===== config.mk =====
export PLATFORM = sky130hd
export DESIGN_NAME = udt_encode
export DESIGN_NICKNAME = d
export VERILOG_FILES = /design/src/rtl/udt_encode.sv
export SDC_FILE = /design/constraint.sdc
export NUM_CORES = 1
export LEC_CHECK = 0
export ABC_CLOCK_PERIOD_IN_PS = 2300
export CAP_MARGIN = 10
export CORE_MARGIN = 3
export CORE_UTILIZATION = 35
export CTS_BUF_LIST = sky130_fd_sc_hd__clkbuf_4 sky130_fd_sc_hd__clkbuf_8
export CTS_CLUSTER_DIAMETER = 120
export DETAILED_ROUTE_END_ITERATION = 10
export GPL_ROUTABILITY_DRIVEN = 0
export PLACE_DENSITY = 0.76
export SLEW_MARGIN = 20
export SYNTH_ARGS = -nofsm -noshare
export SYNTH_HDL_FRONTEND = slang
export SYNTH_SLANG_ARGS = --single-unit

===== constraint.sdc =====
create_clock -name clk -period 2.3 [get_ports clk]
set_clock_uncertainty 0.1 [all_clocks]
set_input_delay 0.345 -clock clk [delete_from_list [all_inputs] [get_ports clk]]
set_output_delay 0.345 -clock clk [all_outputs]
set_load 0.01 [all_outputs]

===== src/rtl/udt_encode.sv =====
// UDT transmit framer: emits a {type,info} header beat followed by the optional
// payload, with a single-stage output register and truncation at MAX_BEATS.
module udt_encode #(
  parameter int unsigned MAX_BEATS = 188,
  parameter int unsigned CNT_W     = 32
) (
  input  logic             clk,
  input  logic             core_rst_n,
  input  logic             hdr_valid,
  output logic             hdr_ready,
  input  logic [15:0]      hdr_type,
  input  logic [47:0]      hdr_info,
  input  logic             hdr_nopay,
  input  logic             in_tvalid,
  output logic             in_tready,
  input  logic [63:0]      in_tdata,
  input  logic [7:0]       in_tkeep,
  input  logic             in_tlast,
  output logic             out_tvalid,
  input  logic             out_tready,
  output logic [63:0]      out_tdata,
  output logic [7:0]       out_tkeep,
  output logic             out_tlast,
  output logic [CNT_W-1:0] pkt_cnt,
  output logic             trunc_err
);

  localparam int unsigned BW = $clog2(MAX_BEATS + 1);
  localparam logic [BW-1:0] LAST_IDX = BW'(MAX_BEATS - 1);

  typedef enum logic [1:0] {IDLE, BODY, DROP} state_e;

  state_e           state_q;
  logic [BW-1:0]    beat_cnt_q;
  logic             out_tvalid_q;
  logic [63:0]      out_tdata_q;
  logic [7:0]       out_tkeep_q;
  logic             out_tlast_q;
  logic [CNT_W-1:0] pkt_cnt_q;
  logic             trunc_err_q;

  logic adv;
  logic hdr_fire;
  logic in_fire;
  logic out_fire;

  assign adv      = !out_tvalid_q || out_tready;
  assign hdr_fire = hdr_valid && hdr_ready;
  assign in_fire  = in_tvalid && in_tready;
  assign out_fire = out_tvalid_q && out_tready;

  always_comb begin
    hdr_ready = 1'b0;
    in_tready = 1'b0;
    case (state_q)
      IDLE:    hdr_ready = adv;
      BODY:    in_tready = adv;
      DROP:    in_tready = 1'b1;
      default: ;
    endcase
  end

  always_ff @(posedge clk or negedge core_rst_n) begin
    if (!core_rst_n) begin
      state_q      <= IDLE;
      beat_cnt_q   <= '0;
      out_tvalid_q <= 1'b0;
      out_tdata_q  <= '0;
      out_tkeep_q  <= '0;
      out_tlast_q  <= 1'b0;
      pkt_cnt_q    <= '0;
      trunc_err_q  <= 1'b0;
    end else begin
      trunc_err_q <= 1'b0;
      if (out_fire && out_tlast_q) pkt_cnt_q <= pkt_cnt_q + CNT_W'(1);
      case (state_q)
        IDLE: begin
          if (hdr_fire) begin
            out_tvalid_q <= 1'b1;
            out_tdata_q  <= {hdr_type, hdr_info};
            out_tkeep_q  <= '1;
            out_tlast_q  <= hdr_nopay;
            beat_cnt_q   <= '0;
            state_q      <= hdr_nopay ? IDLE : BODY;
          end else if (adv) begin
            out_tvalid_q <= 1'b0;
          end
        end
        BODY: begin
          if (in_fire) begin
            out_tvalid_q <= 1'b1;
            out_tdata_q  <= in_tdata;
            out_tkeep_q  <= in_tkeep;
            out_tlast_q  <= in_tlast || (beat_cnt_q == LAST_IDX);
            beat_cnt_q   <= beat_cnt_q + BW'(1);
            // A natural tlast on the final allowed beat is not a truncation.
            if (in_tlast) begin
              state_q <= IDLE;
            end else if (beat_cnt_q == LAST_IDX) begin
              trunc_err_q <= 1'b1;
              state_q     <= DROP;
            end
          end else if (adv) begin
            out_tvalid_q <= 1'b0;
          end
        end
        DROP: begin
          if (adv) out_tvalid_q <= 1'b0;
          if (in_fire && in_tlast) state_q <= IDLE;
        end
        default: state_q <= IDLE;
      endcase
    end
  end

  assign out_tvalid = out_tvalid_q;
  assign out_tdata  = out_tdata_q;
  assign out_tkeep  = out_tkeep_q;
  assign out_tlast  = out_tlast_q;
  assign pkt_cnt    = pkt_cnt_q;
  assign trunc_err  = trunc_err_q;

endmodule


Word level (Yosys, flattened, before mapping)
Index checks and enable logic that the tools add are counted.
- bits in registers: 117
- input bits: 143
- output and inout port bits: 109
- word-level logic and storage cells: 59
- $add $sub $neg: 2
- equality and inequality tests: 7
- mux-type cells: 29
- reduce and logical (&&, ||, !) cells: 13
- operator list (kind ; number):
    2-to-1 mux 64 bit ; 2
    one-hot mux 64 bit (2 select lines) ; 1
    adder 32 x 1 -> 32 bit (second input constant) ; 1
    2-to-1 mux 8 bit ; 4
    one-hot mux 8 bit (2 select lines) ; 2
    2-to-1 mux 1 bit ; 11
    2-to-1 mux 2 bit ; 5
    adder 8 x 1 -> 8 bit (second input constant) ; 1
    == test 8 bit (second input constant) ; 1
    inequality test 2 bit (second input constant) ; 3
    one-hot mux 2 bit (3 select lines) ; 1
    logical AND 1 bit ; 5
    one-hot mux 1 bit (2 select lines) ; 2
    AND reduction 4 bit ; 1
    inequality test 3 bit (second input constant) ; 1
    one-hot mux 1 bit (3 select lines) ; 1
    AND reduction 3 bit ; 1
    nonzero test 3 bit ; 1
    == test 2 x 1 -> 1 bit (second input constant) ; 1
    == test 2 bit (second input constant) ; 1
    zero test 2 bit ; 1
    logical OR 1 bit ; 2
    nonzero test 2 bit ; 1
    zero test 1 bit ; 1

Depth between registers and ports, before layout
Gate-level depths: netlist of run 1.
- word-level depth: 7
- gate-level depth with buffers: 12
- gate-level depth less buffers: 7

Least setup slack after synthesis of run 1
Ideal clock, no wire load.
- path kind: register to register
- from: reg state_q[0]
- to: reg out_tlast_q (netlist: out_tlast)
- setup time: 132 ps
- data arrival time: 2031 ps
- data required time: 2068 ps
- path slack: 37 ps
- cell stages (with the launch flop): 12
- path buffers: 4
- clock period less this slack: 2263 ps
- path through: dfrtp_1 -> inv_1 -> ha_1 -> and3_1 -> or3b_1 -> clkbuf_1 -> and2_1 -> buf_2 -> buf_6 -> buf_6 -> nand2_1 -> o21ai_1
- word-level cells in the longest chain between the ends: 5
- elaborated cells on any way between the ends: 12
- those cells by class: eq/ne: 4; mux: 3; reduce/logical: 5
- ends and longest elaborated chain (what ; line ; text):
    from (decl) ; 33 ; state_e state_q;
    from (signal assigned) ; 84 ; state_q <= hdr_nopay ? IDLE : BODY;
    == test 2 bit (tied with other cells) ; 55 ; case (state_q)
    one-hot mux 1 bit (2 select lines) or 2-to-1 mux 1 bit (tied branches) ; 55 ;
    logical AND 1 bit (on tied branches) ; 49, 48 ;
    inequality test 2 bit (no source line) ; -- ;
    AND reduction 3 bit (no source line) ; -- ;
    to (signal assigned) ; 82 ; out_tlast_q <= hdr_nopay;
    to (signal assigned) ; 94 ; out_tlast_q <= in_tlast || (beat_cnt_q == LAST_IDX);
    to (decl) ; 38 ; logic out_tlast_q;
Parallel ways exist; a longest one is shown, timed or not.
A chain may end at the register's enable or synchronous reset.

Final worst setup path of run 1
- from: reg state_q[1]
- to: reg beat_cnt_q[7]
- word-level cells in the longest chain between the ends: 5
- elaborated cells on any way between the ends: 12
- those cells by class: eq/ne: 4; mux: 3; reduce/logical: 5
- ends and longest elaborated chain (what ; line ; text):
    == test 2 bit (tied with other cells) ; 55 ;
    one-hot mux 1 bit (2 select lines) or 2-to-1 mux 1 bit (tied branches) ; 55 ;
    logical AND 1 bit (on tied branches) ; 49, 48 ;
    inequality test 2 bit (no source line) ; -- ;
    AND reduction 3 bit (no source line) ; -- ;
    to (signal assigned) ; 95 ; beat_cnt_q <= beat_cnt_q + BW'(1);
    to (decl) ; 34 ; logic [BW-1:0] beat_cnt_q;
Parallel ways exist; a longest one is shown, timed or not.

==> results, run 1 <==
- Of the post-synthesis cell area, the dominant cell type holds 0.537.
- Of the cells placed in the final design, the portion with a size suffix greater than 1 is 0.0764.
- Summing all non-filler instances in the final layout gives an area of just under 9000 µm².
- dfrtp_1 is the most common cell in the netlist.
- The starting utilization of the core area is 0.359.
- For this run, the post-layout net count is 935.
- The top-level port count is 252.
- The starting DRC count in detailed routing is 172.
- The synthesized design contains 117 register bits.
- Across every metal layer, demand over resource in global routing totals 0.168.
- In this run the top signal layer used is met4.
- The arrival time of the worst setup path is 2340 ps.
- The initial antenna violation count is 0.
- The final wirelength is 14.2 mm.
- The min-delay analysis places its worst path in the category reg -> reg.
- The number of clock sinks is 117.
- Dividing the final minimum period by the clock period gives 0.932.
- The unique cell type count in the Yosys netlist is 36.
- The count of placed standard cells including taps is between 900 and 1000.
- The number of fillers in the final layout is approximately 1400.
- The share of the Yosys chip area taken by registers is 0.537.
- No sink is reached through more buffers than the 2 on the longest clock path.
- The later pin in the worst-skew pair is clocked with a latency of 420 ps.
- Subtracting the final worst setup slack from the clock period gives between 2000 and 2500 ps.
- The kind of launch point of the worst setup path is a flop.
- The total nets after synthesis is 674.
- The worst-path cell with the longest stage delay is or3b_4.
- After synthesis, the largest family of logic cells by area is simple AND/OR/NAND/NOR gates.
- Of the total synthesized cell area, the portion taken by AND, OR, NAND and NOR gates is 0.139.
- Among all flip-flop cells after synthesis, the most frequent one is dfrtp_1.
- The peak ir drop on the vdd network is 0.486 mV.
- The estimated wirelength of the detail-placed design is roughly 11 mm.
- The met1 routed wirelength after detailed routing is between 6 and 7 mm.
- Counting the buffers created by CTS gives 17.
- Relative to the synthesized area, the layout overhead comes to 59.0%.
- The fraction of the mapped netlist area in compound gates came to 0.0851.
- The post-route DRC violation count is 0.
- The data required time of the worst path is 2500 ps.
- The netlist area before placement is about 5500 µm².
- The placed instances occupy a cell area of roughly 8300 µm².
- After synthesis, the most frequently instantiated cells are dfrtp_1 (117), nand2_1 (86), mux2i_1 (65).
- For this run, the detailed router's first-pass iteration total came to 4.
- At the pin with the least slew margin, the transition time is 615 ps.
- The setup TNS is 0 ps.
- For this run, the top clock speed supported by timing is approximately 470 MHz.
- The share of the core filled with cells is 0.571.
- After clock tree synthesis, the clock-pin slew on the worst setup and hold paths is 70 ps.
- The leftover overflow at the end of global routing is 0.
- Detailed routing placed a total of just over 900 µm of wire on met3.
- The root cell of the clock tree is clkbuf_8.
- Dividing the detail-routed wire length by the instance count gives 14.4 µm.
- The static leakage is 3.72 nW.
- In the routed layout, each cell is associated on average with a via count of 4.64.
- The worst setup path is captured at a flop.
- The number of antenna-violating nets in the routed design is 0.
- The run finished with clean final reports.
- Summing over every cut layer, the via total after detailed routing is 4579.
- Of the total synthesized cell area, the portion taken by XOR and XNOR cells is 0.0578.
- In this run the horizontal extent of the chip is around 130 µm.
- The buffer and inverter count on the worst path is 1.
- The number of H-tree branching levels is 4.
- The quantity of I/O buffers inserted on ports is 251.
- A synthesized cell averages a little over 10 µm².
- 0 antenna diodes ended up in the layout.
- The classification of the worst setup path is reg -> reg.
- The floorplan step defined a core boundary enclosing 15200 µm².
- Entering global routing, the biggest net connects 118 pins.
- The final-report max-slew violation count is 0.
- The gate family responsible for the most delay along the worst path is simple AND/OR/NAND/NOR gates.
- The synthesized design contains 0 enable-type register cells.
- For this run, asynchronously set or reset flops after synthesis account for 1.00.
- The portion of synthesized area spent on multiplexers is 0.125.
- Yosys printed 0 warnings.
- In this run the tightest slew margin relative to its limit is 0.590.
- The row count is 45.
- Setup violations remaining at the end of the flow were counted as 0.
- In the final layout, flip-flops and latches occupy 2930 µm².
- Yosys attributes the largest share of cell area to dfrtp_1 (54%), mux2i_1 (12%), nand2_1 (5.9%).
- Max-cap violations in this run came to 0.
- The height of the chip is 131 µm.
- Setup repair after global routing left no endpoint under its margin.
- The first global-routing pass estimated 22.4 mm of wire.
- The die covers 17100 µm².
- The critical path goes through inv_1 > ha_2 > and3_1 > or3b_4 > a21oi_1 > nand3_1 > mux2_2.
- Summed over all nets, wire length on met2 after detailed routing comes to 7.06 mm.
- Of the total synthesized cell area, the portion taken by full adders, half adders and majority gates is 0.0138.
- Summing all multi-input logic gate instances after layout gives between 2000 and 2500 µm².
- The number of global-route vias before repair came to 4520.
- Once layout is complete, the cells apart from fillers number 986.
- The post-CTS setup-driven buffer insertion count is 0.
- The cell taking the most area after synthesis is dfrtp_1.
- The hold violation total from the final report is 0.
- For this run, the slowest stage of the critical path takes 410 ps.
- In the synthesized netlist, the number of instances is 525.
- The areal power density over the cells is roughly 1100 nW/µm².
- Of all nets on the critical path, the largest fanout is 4.
- The TritonCTS clock tree is yes.
## cells by family (layout without fill, tap and decap cells)
family | count (synthesis) | after routing
AO/OA/AOI/OAI | 88 | 88
AND/OR/NAND/NOR | 165 | 165
multiplexers | 68 | 68
XOR/XNOR | 36 | 36
flip-flops | 117 | 117
adder cells (fa/ha/maj) | 6 | 6
buffers and inverters | 45 | 318
## layout by cell type, fill, tap and decap left out, types with 14 or more instances in the layout
master and instances:
clkdlybuf4s50_1 248, dfrtp_1 117, nand2_1 86, mux2i_1 65
o21ai_1 60, xnor2_1 31, nor2_1 21, clkbuf_8 20
buf_4 16, nand3_1 15, inv_1 14
## metal layers
metal  vias to the layer above  track usage
met4                         0       0.0599
met2                       159        0.276
li1                       2317            -
met1                      2091        0.205
met5                         -            0
met3                        12       0.0573
## where the power goes
group          total [mW]  switching, mW  internal, mW
Combinational        4.33           2.01          2.32
Sequential           3.13          0.383          2.75
Clock                1.88          0.801          1.08
## repair_timing
| action | 4_1_cts | 5_1_grt |
|---|---|---|
| hold endpoints to repair | 117 | 0 |
| gates cloned | 0 | 0 |
| hold buffers | 1 | 0 |
| resized for setup | 3 | 3 |
| setup endpoints to repair | 2 | 6 |
## layout make-up
class	count	area share
clock buffer	23	0.0343
clock inverter	8	0.0115
inverter	14	0.00606
multi-input combinational	363	0.267
sequential	117	0.337
tap	188	0.0271
timing repair buffer	273	0.317
## stage by stage
step | total power [mW] | worst slack (ps) | hold WS, ps
6_report | 9.34 | 157 | 367
5_1_grt | 9.98 | 8.96 | 349
4_1_cts | 9.51 | 16.3 | 319
3_5_place_dp | 7.58 | 6.54 | 367
3_3_place_gp | 7.50 | 51.4 | 362
2_1_floorplan | 5.31 | 36.9 | -50.6
## registers in the layout (all words and copies together), names as in the netlist
signal / cells
out_tkeep: 8
beat_cnt_q: 8
state_q: 2
pkt_cnt: 32
out_tlast: 1
out_tvalid: 1
out_tdata: 64
trunc_err: 1
## path summary, 6_finish.rpt
| path | startpoint | endpoint | slack [ps] | cells after the start |
|---|---|---|---|---|
| max | state_q[1]$_DFFE_PN0P_ | beat_cnt_q[7]$_DFFE_PN0P_ | 160 | 7 |
| min | pkt_cnt[31]$_DFFE_PN0P_ | pkt_cnt[31]$_DFFE_PN0P_ | 370 | 1 |
| max reg2reg | state_q[1]$_DFFE_PN0P_ | beat_cnt_q[7]$_DFFE_PN0P_ | 160 | 7 |
| min reg2reg | pkt_cnt[31]$_DFFE_PN0P_ | pkt_cnt[31]$_DFFE_PN0P_ | 370 | 1 |
| max in group asynchronous | core_rst_n | out_tdata[15]$_DFFE_PN0P_ | 1170 | 3 |
| min in group asynchronous | core_rst_n | out_tkeep[1]$_DFFE_PN0P_ | 470 | 3 |
(Power assumes the default switching activity.)
==> run 2, diff against run 1 <==
--- a/config.mk
+++ b/config.mk
@@ -12,9 +12,10 @@
 export CTS_BUF_LIST = sky130_fd_sc_hd__clkbuf_4 sky130_fd_sc_hd__clkbuf_8
 export CTS_CLUSTER_DIAMETER = 120
 export DETAILED_ROUTE_END_ITERATION = 10
+export DONT_BUFFER_PORTS = 1
 export GPL_ROUTABILITY_DRIVEN = 0
-export PLACE_DENSITY = 0.76
-export SLEW_MARGIN = 20
+export PLACE_DENSITY = 0.55
+export SETUP_SLACK_MARGIN = 0.15
 export SYNTH_ARGS = -nofsm -noshare
 export SYNTH_HDL_FRONTEND = slang
 export SYNTH_SLANG_ARGS = --single-unit
==> results, run 2 (synthesized netlist as in run 1, its figures left out) <==
- The critical path is of the reg -> reg type.
- The standard cell core area is 15200 µm² (unchanged).
- The die width is 131 µm (unchanged).
- The initial antenna violation count came to 0 (unchanged).
- The maximum fanout along the worst path is 55 (+51).
- The path depth of the worst reg2reg path was 8 (+1).
- The worst setup path is captured at a flop.
- The number of antenna-violating nets in the routed design is 0 (unchanged).
- The layout cell share with drive strength beyond 1 is 0.0979 (+0.0215).
- The global routing usage summed across all routing layers is 0.184 (+0.0159).
- The period utilization came to 0.914 (-0.0179).
- The number of diodes added for antenna fixing is 0 (unchanged).
- The share of total power in sequential cells is 0.436 (+0.101).
- The maximum clock frequency is 476 MHz (+2.0%).
- The final instance area is 7520 µm² (-13%).
- The number of clock sinks is 117 (unchanged).
- The row count was 45 (unchanged).
- The maximum root-to-sink buffer count is 2 (unchanged).
- The final-report max-slew violation count is 0 (unchanged).
- The path length in cells of the critical path is 8 (+1).
- The vias after detailed routing was 4410 (-3.7%).
- The power spent charging and discharging nets is 3.16 mW (-1.2%).
- In this run the worst hold path is classified as in -> async.
- The routed via count divided by cell count is 5.12 (+10%).
- The peak ir drop on the vdd network was 0.529 mV (+9.0%).
- Grouping stages by cell kind, the critical path spends the most delay in simple AND/OR/NAND/NOR gates.
- The number of nets in the layout was 812 (-13%).
- The flow ran to the end, but the final reports show violations.
- The clock group share of total power is 0.234 (+0.033).
- The arrival time of the worst setup path came to 2300 ps (-40 ps).
- The static leakage came to 3.32 nW (-11%).
- The count of TritonRoute iterations in the first routing pass was 4 (unchanged).
- The time the worst path needs with I/O delays and setup came to 2100 ps (-41.1 ps).
- The number of H-tree branching levels is 4 (unchanged).
- The critical path goes through inv_2 > ha_4 > and3_1 > or3b_4 > and2_4 > buf_12 > nand2_1 > o21ai_0.
- The switching share of power came to 0.376 (+0.0340).
- The wire length of the first global-routing pass came to 23.9 mm (+7.0%).
- The final wirelength is 16.0 mm (+12%).
- The kind of launch point of the worst setup path is a flop.
- The hold violation total from the final report was 117 (+117).
- The flip-flop count of the largest register after layout is 64 (unchanged).
- The starting utilization of the core area is 0.359 (unchanged).
- The buffer and inverter count on the worst path came to 2 (+1).
- The routed wirelength normalized by instance count was 18.5 µm (+28%).
- The post-route DRC violation count is 0 (unchanged).
- The clock network latency to the later pin of the worst-skew pair was 430 ps (about the same).
- The die outline area was 17100 µm² (unchanged).
- The peak per-stage delay on the critical path is 400 ps (about the same).
- The tree is rooted in a clkbuf_8.
- The internal power summed over all cells is 5.23 mW (-15%).
- The number of buffers created by CTS is 17 (unchanged).
- The estimated wirelength of the detail-placed design came to 9.52 mm (-12%).
- Setup repair after global routing could not meet its margin everywhere.
- The worst-path cell with the longest stage delay is or3b_4.
- The worst relative slew slack is 0.767 (+0.177).
- The number of hold buffers added after cts is 127 (+126).
- Relative to the synthesized area, the layout overhead comes to 37.9%.
- The number of global-route vias before repair is 4429 (-2.0%).
- The combinational group share of total power is 0.330 (-0.134).
- The clock slew seen by the registers of the worst setup and hold paths came to 70 ps (about the same).
- The setup TNS is 0 ps (unchanged).
- TritonCTS built the clock tree.
- The max-cap check violation count is 0 (unchanged).
- The final number of setup-violating endpoints is 0 (unchanged).
- Leaving out fill and tap cells, the most frequent cell in the layout is dlygate4sd3_1.
- The slew at the pin closest to its max-slew limit is 346 ps (-269 ps).
- The leftover overflow at the end of global routing was 0 (unchanged).
- The height of the chip came to 131 µm (unchanged).
- The checks that failed: hold timing.
- The quantity of I/O buffers inserted on ports is 0 (-100%).
- The areal power density over the cells is 1120 nW/µm² (+3.7%).
- Leaving out fill and tap cells, the most frequent cells in the layout are dlygate4sd3_1 (127), dfrtp_1 (117), nand2_1 (86).
- The post-route worst hold slack is -485 ps (-852 ps).
- The top-level port count is 252 (unchanged).
- The cell area after placement is 5700 µm² (-31%).
- The maximum number of pins on one net before global-route repair came to 118 (unchanged).
- The starting DRC count in detailed routing is 145 (-16%).
- The data required time of the worst path is 2500 ps (about the same).
run 2: changes by cell type in the layout (fill, tap and decap cells not counted), sizes merged:
cell and change:
clkbuf -3, bufbuf +2, dlygate4sd3 +126, clkinvlp -1
bufinv +1, dlygate4sd2 -1, clkdlybuf4s50 -248, buf -1
clkinv +1
run 2: path summary, 6_finish.rpt:
path | from | to | slack [ps]
setup / recovery | state_q[1]$_DFFE_PN0P_ | out_tdata[21]$_DFFE_PN0P_ | 200
hold / removal | core_rst_n | pkt_cnt[22]$_DFFE_PN0P_ | -480
setup reg to reg | state_q[1]$_DFFE_PN0P_ | out_tdata[21]$_DFFE_PN0P_ | 200
hold reg to reg | beat_cnt_q[1]$_DFFE_PN0P_ | beat_cnt_q[1]$_DFFE_PN0P_ | 430
max in group asynchronous | core_rst_n | out_tkeep[7]$_DFFE_PN0P_ | 2330
min in group clk | in_tdata[8] | out_tdata[8]$_DFFE_PN0P_ | 40
run 2: power by group through the flow:
stage | sequential, mW | clock, mW | combinational (mW)
2_1_floorplan | 3.45 | 0 | 1.90
3_3_place_gp | 3.68 | 0 | 2.19
3_5_place_dp | 3.70 | 0 | 2.29
4_1_cts | 3.67 | 2.04 | 2.69
5_1_grt | 3.73 | 2.13 | 3.05
6_report | 3.66 | 1.97 | 2.77
run 2: metal layers:
metal,part of all wire,routed length [µm],global-route usage
met2,0.52,8230,0.308
met1,0.37,5980,0.209
met5,0,0,0
met4,0.028,444,0.0786
met3,0.082,1320,0.0715
run 2: what timing repair did:
item                                    4_1_cts  5_1_grt
gates resized for setup                       3        6
hold endpoints to repair                    187      117
endpoints found under the setup margin        2       81
pin swaps                                     0        2
buffers inserted                              2        4
gates cloned                                  2        0
run 2: final cells by class:
class | instances | area (µm²)
Clock buffer | 21 | 283
Clock inverter | 9 | 128
Fill cell | 1345 | 7680
Inverter | 14 | 52.6
Multi-Input combinational cell | 363 | 2340
Sequential cell | 117 | 2930
Tap cell | 188 | 235
Timing Repair Buffer | 150 | 1550
run 2: through the flow:
step	power, mW	cells	util	hold WS [ps]	setup WS (ps)
final	8.39	862	0.495	-485	198
after floorplan	5.35	525	-	-50.6	79.8
after global placement	5.88	697	0.375	-47.8	175
after CTS	8.40	858	0.492	-538	141
after global routing	8.91	862	0.495	-541	105
after detailed placement	5.98	697	0.375	-47.8	151
==> run 3, diff against run 2 <==
--- a/config.mk
+++ b/config.mk
@@ -8,13 +8,13 @@
 export ABC_CLOCK_PERIOD_IN_PS = 2300
 export CAP_MARGIN = 10
 export CORE_MARGIN = 3
-export CORE_UTILIZATION = 35
+export CORE_UTILIZATION = 50
 export CTS_BUF_LIST = sky130_fd_sc_hd__clkbuf_4 sky130_fd_sc_hd__clkbuf_8
 export CTS_CLUSTER_DIAMETER = 120
 export DETAILED_ROUTE_END_ITERATION = 10
 export DONT_BUFFER_PORTS = 1
 export GPL_ROUTABILITY_DRIVEN = 0
-export PLACE_DENSITY = 0.55
+export PLACE_DENSITY = 0.72
 export SETUP_SLACK_MARGIN = 0.15
 export SYNTH_ARGS = -nofsm -noshare
 export SYNTH_HDL_FRONTEND = slang
==> results, run 3 (synthesized netlist as in run 1, its figures left out) <==
- The layout cell share with drive strength beyond 1 came to 0.110 (+0.0124).
- The row count is 37 (-18%).
- The clock network latency to the later pin of the worst-skew pair came to 420 ps (about the same).
- The arrival time of the worst setup path came to 2290 ps (about the same).
- Leaving out fill and tap cells, the most frequent cells in the layout are dfrtp_1 (117), nand2_1 (86), mux2i_1 (65).
- The routed via count divided by cell count is 5.47 (+7.0%).
- The buffer and inverter count on the worst path is 1 (-1).
- The height of the chip is 110 µm (-16%).
- The slew at the pin closest to its max-slew limit is 788 ps (+442 ps).
- The number of global-route vias before repair is 4078 (-7.9%).
- The standard cell core area is 10500 µm² (-31%).
- The time the worst path needs with I/O delays and setup is 2100 ps (+0.389 ps).
- The count of placed standard cells including taps is 640 (-8.2%).
- The number of nets in the layout is 717 (-12%).
- The most common cell after layout, fill and taps aside is dfrtp_1.
- The routed wirelength normalized by instance count is 18.4 µm (-0.73%).
- The initial antenna violation count is 0 (unchanged).
- The final cell count without fillers is 716 (-17%).
- The flow ran to the end, but the final reports show violations.
- In this run the critical register-to-register path is launched from state_q[1]$_DFFE_PN0P_.
- The hold violation total from the final report was 117 (unchanged).
- The post-route worst hold slack is -482 ps (+2.66 ps).
- The final-report max-slew violation count came to 0 (unchanged).
- Traced cell by cell, the critical path runs through inv_2 > ha_4 > and3_1 > or3b_4 > a21oi_4 > nand3_2 > mux2_4.
- The number of H-tree branching levels came to 4 (unchanged).
- The final wirelength came to 13.2 mm (-18%).
- The relative area change from synthesis to final layout is 18.3%.
- The period utilization is 0.914 (about the same).
- The gate family responsible for the most delay along the worst path is simple AND/OR/NAND/NOR gates.
- The classification of the worst setup path is reg -> reg.
- The die outline area is 12200 µm² (-29%).
- The count of TritonRoute iterations in the first routing pass is 4 (unchanged).
- The global routing usage summed across all routing layers is 0.216 (+0.0324).
- The post-route DRC violation count came to 0 (unchanged).
- The starting DRC count in detailed routing is 312 (+120%).
- TritonCTS built the clock tree.
- The leftover overflow at the end of global routing is 0 (unchanged).
- The number of diodes added for antenna fixing is 0 (unchanged).
- The areal power density over the cells was 1220 nW/µm² (+9.3%).
- The clock slew seen by the registers of the worst setup and hold paths came to 70 ps (about the same).
- The quantity of I/O buffers inserted on ports was 0 (unchanged).
- The peak ir drop on the vdd network is 0.676 mV (+28%).
- The cell area after placement is 5570 µm² (-2.2%).
- The slowest stage of the critical path belongs to the cell or3b_4.
- The type of the tightest min-delay check is in -> async.
- The top-level port count was 252 (unchanged).
- The worst relative slew slack is 0.474 (-0.293).
- The number of clock sinks is 117 (unchanged).
- The maximum root-to-sink buffer count is 2 (unchanged).
- The die width is 110 µm (-16%).
- The final number of setup-violating endpoints is 0 (unchanged).
- The total design power is 7.87 mW (-6.3%).
- In this run the critical register-to-register path is captured at beat_cnt_q[7]$_DFFE_PN0P_.
- The worst setup path is launched from a flop.
- The maximum number of pins on one net before global-route repair is 118 (unchanged).
- The maximum fanout along the worst path is 7 (-87%).
- The number of buffers created by CTS is 17 (unchanged).
- The tree is rooted in a clkbuf_8.
- The maximum clock frequency was 476 MHz (about the same).
- The worst setup path is captured at a flop.
- The peak per-stage delay on the critical path was 440 ps (+40 ps).
- Setup repair after global routing could not meet its margin everywhere.
- The wire length of the first global-routing pass is 21.2 mm (-12%).
- The number of hold buffers added after cts is 37 (-71%).
- The static leakage is 2.88 nW (-13%).
- The path depth of the worst reg2reg path is 7 (-1).
- The starting utilization of the core area is 0.522 (+0.163).
- The final instance area is 6450 µm² (-14%).
- The checks that failed: hold timing.
- The data required time of the worst path is 2490 ps (about the same).
- The estimated wirelength of the detail-placed design is 8.91 mm (-6.5%).
- The max-cap check violation count is 0 (unchanged).
- The flop-to-flop setup slack is 200 ps (about the same).
- The flip-flop count of the largest register after layout came to 64 (unchanged).
- The vias after detailed routing is 3919 (-11%).
- The share of the core filled with cells is 0.617 (+0.122).
- The number of antenna-violating nets in the routed design is 0 (unchanged).
## run 3: cell type report
class | count | area (µm²)
well taps | 136 | 170
repair buffers | 54 | 539
flip-flops and latches | 117 | 2930
inverters | 14 | 52.6
fillers | 874 | 4010
clock inverters | 11 | 129
clock buffers | 20 | 269
multi-input cells | 364 | 2370
## run 3: how the worst max path moves through the flow
stage | startpoint | end | depth (start not counted)
5_1_grt | state_q[0]$_DFFE_PN0P_ | out_tdata[9]$_DFFE_PN0P_ | 8
2_1_floorplan | state_q[1]$_DFFE_PN0P_ | out_tlast$_DFFE_PN0P_ | 12
3_3_place_gp | state_q[0]$_DFFE_PN0P_ | out_tdata[23]$_DFFE_PN0P_ | 8
6_report | state_q[1]$_DFFE_PN0P_ | beat_cnt_q[7]$_DFFE_PN0P_ | 7
4_1_cts | state_q[0]$_DFFE_PN0P_ | beat_cnt_q[7]$_DFFE_PN0P_ | 7
3_5_place_dp | state_q[0]$_DFFE_PN0P_ | out_tdata[22]$_DFFE_PN0P_ | 7
## run 3: metal layers
| metal | vias to the layer above | GRT usage | share of wire |
|---|---|---|---|
| met5 | - | 0 | 0 |
| met4 | 0 | 0.0780 | 0.014 |
| met3 | 14 | 0.0641 | 0.066 |
| met2 | 163 | 0.390 | 0.55 |
| met1 | 1866 | 0.241 | 0.37 |
| li1 | 1876 | - | - |
## run 3: power breakdown
part / internal, mW / total (mW) / switching, mW
clock network: 1.03 / 1.85 / 0.824
registers: 2.75 / 3.62 / 0.873
logic: 1.10 / 2.39 / 1.30
## run 3: through the flow
| stage | setup TNS [ps] | setup WS (ps) |
|---|---|---|
| detailed placement | -130 | -34.5 |
| floorplan | 0 | 79.8 |
| finish | 0 | 198 |
| CTS | 0 | 174 |
| global placement | 0 | 42.4 |
| global route | 0 | 98.7 |
## run 3: what timing repair did
action | CTS | global route
cloned | 1 | 0
endpoints found under the setup margin | 62 | 77
buffers inserted | 4 | 3
pin swaps | 1 | 1
gates resized for setup | 5 | 10
endpoints found under the hold margin | 144 | 117
